--- src/rtl/cpu_types_pkg.sv ---
// rtl/cpu_types_pkg.sv - shared CPU types: data word, RAM handshake state, arbiter FSM state
package cpu_types_pkg;

  typedef logic [31:0] word_t;

  // RAM handshake reported by the memory model / controller
  typedef enum logic [1:0] {
    FREE   = 2'd0,
    BUSY   = 2'd1,
    ACCESS = 2'd2,
    ERROR  = 2'd3
  } ramstate_t;

  // Memory arbiter ownership state
  typedef enum logic [1:0] {
    IDLE = 2'd0,
    IGNT = 2'd1,
    DGNT = 2'd2
  } arb_state_t;

endpackage

--- src/rtl/mem_arbiter.sv ---
// rtl/mem_arbiter.sv - instruction/data arbiter for the single-ported main RAM
//
// Purpose: grants the RAM to either the fetch stream (i*) or the data stream
// (d*) for one full access at a time. Data wins by default. Build option
// MEM_ARB_FAIR_EN adds a 4-bit starvation counter so that after STARVE_MAX
// consecutive data completions with fetch waiting, fetch wins the next
// arbitration.
//
// Ports:
//   CLK, nRST                 clock, synchronous active-low reset
//   iREN, iaddr -> iwait, iload          instruction read request / response
//   dREN, dWEN, daddr, dstore -> dwait, dload   data request / response
//   ramREN, ramWEN, ramaddr, ramstore    RAM request strobes and operands
//   ramload, ramstate                    RAM read data and handshake state
module mem_arbiter
  import cpu_types_pkg::*;
#(
  parameter int STARVE_MAX = 4
) (
  input  logic      CLK,
  input  logic      nRST,
  input  logic      iREN,
  input  word_t     iaddr,
  output logic      iwait,
  output word_t     iload,
  input  logic      dREN,
  input  logic      dWEN,
  input  word_t     daddr,
  input  word_t     dstore,
  output logic      dwait,
  output word_t     dload,
  output logic      ramREN,
  output logic      ramWEN,
  output word_t     ramaddr,
  output word_t     ramstore,
  input  word_t     ramload,
  input  ramstate_t ramstate
);

  if (STARVE_MAX < 1 || STARVE_MAX > 15) begin : g_bad_starve_max
    $error("mem_arbiter: STARVE_MAX must be in 1..15");
  end

  arb_state_t state_q, state_d;
  logic       dreq;
  logic       pick_fetch;
  logic       d_done;

  assign dreq = dREN | dWEN;

`ifdef MEM_ARB_FAIR_EN
  logic [3:0] starve_q, starve_d;

  // Fetch wins when idle-side data is absent, or when it has been starved long enough
  assign pick_fetch = iREN & (~dreq | (starve_q == 4'(STARVE_MAX)));

  always_comb begin
    starve_d = starve_q;
    if (!iREN) begin
      starve_d = '0;
    end else if (state_q == IDLE && state_d == IGNT) begin
      starve_d = '0;
    end else if (d_done && starve_q != 4'hF) begin
      starve_d = starve_q + 4'd1;
    end
  end
`else
  assign pick_fetch = iREN & ~dreq;
`endif

  always_comb begin
    state_d  = state_q;
    d_done   = 1'b0;
    // A pending request always sees wait high unless its access completes now
    iwait    = iREN;
    dwait    = dreq;
    iload    = '0;
    dload    = '0;
    ramREN   = 1'b0;
    ramWEN   = 1'b0;
    ramaddr  = '0;
    ramstore = '0;

    unique case (state_q)
      IDLE: begin
        if (pick_fetch)  state_d = IGNT;
        else if (dreq)   state_d = DGNT;
      end

      IGNT: begin
        if (!iREN) begin
          // Fetch withdrawn (flush): strobes drop now, nothing returned
          state_d = IDLE;
        end else begin
          ramREN  = 1'b1;
          ramaddr = iaddr;
          if (ramstate == ACCESS) begin
            iwait   = 1'b0;
            iload   = ramload;
            state_d = IDLE;
          end
        end
      end

      DGNT: begin
        if (!dreq) begin
          state_d = IDLE;
        end else begin
          ramREN   = dREN;
          ramWEN   = dWEN;
          ramaddr  = daddr;
          ramstore = dstore;
          // FREE/BUSY/ERROR all hold the grant; ERROR is simply retried
          if (ramstate == ACCESS) begin
            dwait   = 1'b0;
            dload   = dREN ? ramload : '0;
            d_done  = 1'b1;
            state_d = IDLE;
          end
        end
      end

      default: state_d = IDLE;
    endcase
  end

  always_ff @(posedge CLK) begin
    if (!nRST) begin
      state_q <= IDLE;
`ifdef MEM_ARB_FAIR_EN
      starve_q <= '0;
`endif
    end else begin
      state_q <= state_d;
`ifdef MEM_ARB_FAIR_EN
      starve_q <= starve_d;
`endif
    end
  end

endmodule

--- config.mk ---
export PLATFORM = sky130hd
export DESIGN_NAME = mem_arbiter
export DESIGN_NICKNAME = d
export VERILOG_FILES = /design/src/rtl/cpu_types_pkg.sv /design/src/rtl/mem_arbiter.sv
export SDC_FILE = /design/constraint.sdc
export NUM_CORES = 1
export LEC_CHECK = 0
export CAP_MARGIN = 5
export CORE_AREA = 2 2 105 107
export DETAILED_ROUTE_END_ITERATION = 12
export DIE_AREA = 0 0 107 109
export PLACE_DENSITY = 0.69
export SETUP_SLACK_MARGIN = 0.02
export SYNTH_ARGS = -nofsm -noshare
export SYNTH_HDL_FRONTEND = slang
export SYNTH_SLANG_ARGS = --single-unit
--- constraint.sdc ---
create_clock -name CLK -period 4.35 [get_ports CLK]
set_input_delay 0.87 -clock CLK [delete_from_list [all_inputs] [get_ports CLK]]
set_output_delay 0.87 -clock CLK [all_outputs]
set_load 0.01 [all_outputs]
==> results by group <==
Outcome
  • Status: completed

Detailed routing
  • Initial DRC count: 123
  • 1st-pass router iterations: 4
  • Drc violations: 0
  • Routed Antenna Nets: 0
  • Wire per inst: 13.6 µm
  • Drt via density: 4.06
  • Total number of vias: 2449
  • DRT Wirelength: 8210 µm

CTS
  • CTS buffer count: 3
  • CTS Buffer Depth: 2
  • Post-CTS resize count: 0
  • CTS tree: built
  • Clk_lat worst skew: 0.21 ns
  • H-tree Lvls: 1
  • Reg clk slew, reported paths: 0.03 ns
  • Setup Buffers After CTS: 0
  • Cts hold-fix bufs: 0
  • CTS root buf: clkbuf_8
  • CTS sink count: 2

Synth
  • Synth Cell Area: 1410 µm²
  • Syn_nets: 351
  • Register area share after synthesis: 0.0284
  • Mean Syn Cell Area: 6.65 µm²
  • Dominant cell type by area after synthesis: and2_1
  • Top cells by area, synth: and2_1 29%, a22oi_1 17%, and3_1 14%, nor2b_1 14%, buf_2 4.6%
  • Syn Inst Count: 212
  • Distinct cell type count after synthesis: 26
  • Area share of the largest cell type after synthesis: 0.289
  • Ys Warns: 0
  • Synthesized flop and latch total: 2

STA
  • Rel. slew slack: 0.449
  • Tcrit/Tclk final: 0.831
  • Final setup viols: 0
  • Final TNS setup: 0 ns
  • Max Transition Viols Final: 0
  • Min Tclk post-route: 3.61 ns
  • RSZ-0062 raised after global routing: no
  • Maximum clock rate: 277 MHz
  • Worst-margin pin slew: 0.827 ns
  • Clock skew: 0.00296 ns
  • Final hold violation count: 0

Final layout
  • Post-Layout Cell Count: 603
  • Layout cells sized above 1: 0.0302
  • # diodes: 0
  • Area growth syn-to-layout: 199%
  • Largest regs: state_q (2)
  • Most frequent cells in the layout: 266 x clkdlybuf4s50_1, 64 x and2_1, 32 x a22oi_1, 32 x nor2b_1, 32 x and3_1
  • Largest register FFs: 2
  • Commonest non-fill, non-tap cell in the layout: clkdlybuf4s50_1
  • Final #Nets: 604
  • Reg with most FFs: state_q

Global routing
  • Vias in the first global route: 2254
  • Largest net degree at the start of global routing: 65
  • Initial antenna violation count: 0
  • First-pass GRT wire length: 11400 µm
  • Total congestion overflow: 0
  • GRT Overall Usage: 0.121

Placement
  • IO buf count: 266
  • Post-detail-place hpwl: 6780 µm
  • Placer Congestion: 0.803
  • Placed cells: 600

Die
  • Rows: 38
  • IO Pins: 267
  • Die X: 107 µm
  • Core area: 10600 µm²
  • Starting Density: 0.133
  • Die height: 109 µm
  • Die area: 11700 µm²

Setup path
  • CP arrival: 2.74 ns
  • Worst Path Required: 3.48 ns
  • CP Max Fanout: 41
  • Startpoint types: input pin
  • Worst R2R Path Depth: 5
  • Crit Path Category: input pin to output port
  • Crit path capture type: output port

Power and ir drop
  • Maximum VDD drop: 0.0000707 V
  • Leakage power: 0.00158 µW
  • Power per standard cell area: 98.5 nW/µm²

Run
  • Max-Cap Viols: 0

Hold path
  • Worst hold path class: flop to flop
  • Hold Path Depth: 1
[worst paths after layout]
kind	start	endpoint	slack, ns
worst max-delay path	iREN	ramaddr[7]	0.74
worst min-delay path	state_q[0]$_SDFFE_PN0P_	state_q[0]$_SDFFE_PN0P_	0.53
worst max register to register	state_q[0]$_SDFFE_PN0P_	state_q[1]$_SDFFE_PN0P_	2.90
worst min register to register	state_q[0]$_SDFFE_PN0P_	state_q[0]$_SDFFE_PN0P_	0.53
[metal layers]
metal	vias to the layer above	part of all wire	global-route usage
met5	-	0	0
met4	0	0.0089	0.0195
met3	6	0.081	0.0299
met2	117	0.51	0.217
met1	1094	0.40	0.149
li1	1232	-	-
[cell type report]
type,count,area (µm²)
Clock buffer,3,41.3
Fill cell,1074,6390
Sequential cell,2,40.0
Multi-Input combinational cell,184,1230
Inverter,3,11.3
Timing Repair Buffer,271,2710
Tap cell,140,175
[report_power, final]
| part | switching [µW] | internal [µW] | leakage (µW) | total (µW) |
|---|---|---|---|---|
| Sequential | 1.69 | 19.9 | 0.0000165 | 21.6 |
| Clock | 13.2 | 58.4 | 0.0000216 | 71.5 |
| Combinational | 109 | 212 | 0.00154 | 322 |
[stage by stage]
stage | util | power (µW) | setup WS (ns) | hold WS [ns] | instance area (µm²)
after floorplan | - | 135 | 1.86 | 0.488 | 1410
after global placement | 0.393 | 343 | 0.791 | 0.517 | 4170
after global routing | 0.397 | 445 | 0.575 | 0.543 | 4210
final | 0.397 | 415 | 0.737 | 0.526 | 4210
after detailed placement | 0.393 | 345 | 0.721 | 0.521 | 4170
after CTS | 0.397 | 422 | 0.721 | 0.525 | 4210
[kinds of logic (layout without fill, tap and decap cells)]
logic type | Yosys count | count (layout) | share of synthesized area
flops | 2 | 2 | 0.0284
compound gates | 42 | 42 | 0.226
simple gates | 138 | 138 | 0.611
fa+ha+maj | 4 | 4 | 0.0355
buf+inv | 26 | 277 | 0.0995
[Yosys cell counts]
library cell,instances
inv_1,3
nor2b_2,1
o21a_1,1
buf_2,13
ha_1,4
o21ai_0,3
a32o_2,1
or4b_1,1
a21boi_1,1
and2_2,1
buf_4,1
and2b_1,1
and2_1,65
o2bb2ai_1,1
a22oi_1,32
nand3_1,1
nand2_1,3
dfxtp_1,2
and3_1,32
a21oi_1,1
clkbuf_1,6
buf_6,3
nor2b_1,32
nor2_1,1
a21boi_0,1
a2111oi_2,1
[worst max-delay path, stage by stage]
cell	delay (ns)
clkdlybuf4s50_1	0.54
and2_2	0.18
buf_4	0.32
a22oi_1	0.14
nor2b_1	0.13
clkdlybuf4s50_1	0.55
Power figures use the tool's default switching activity.
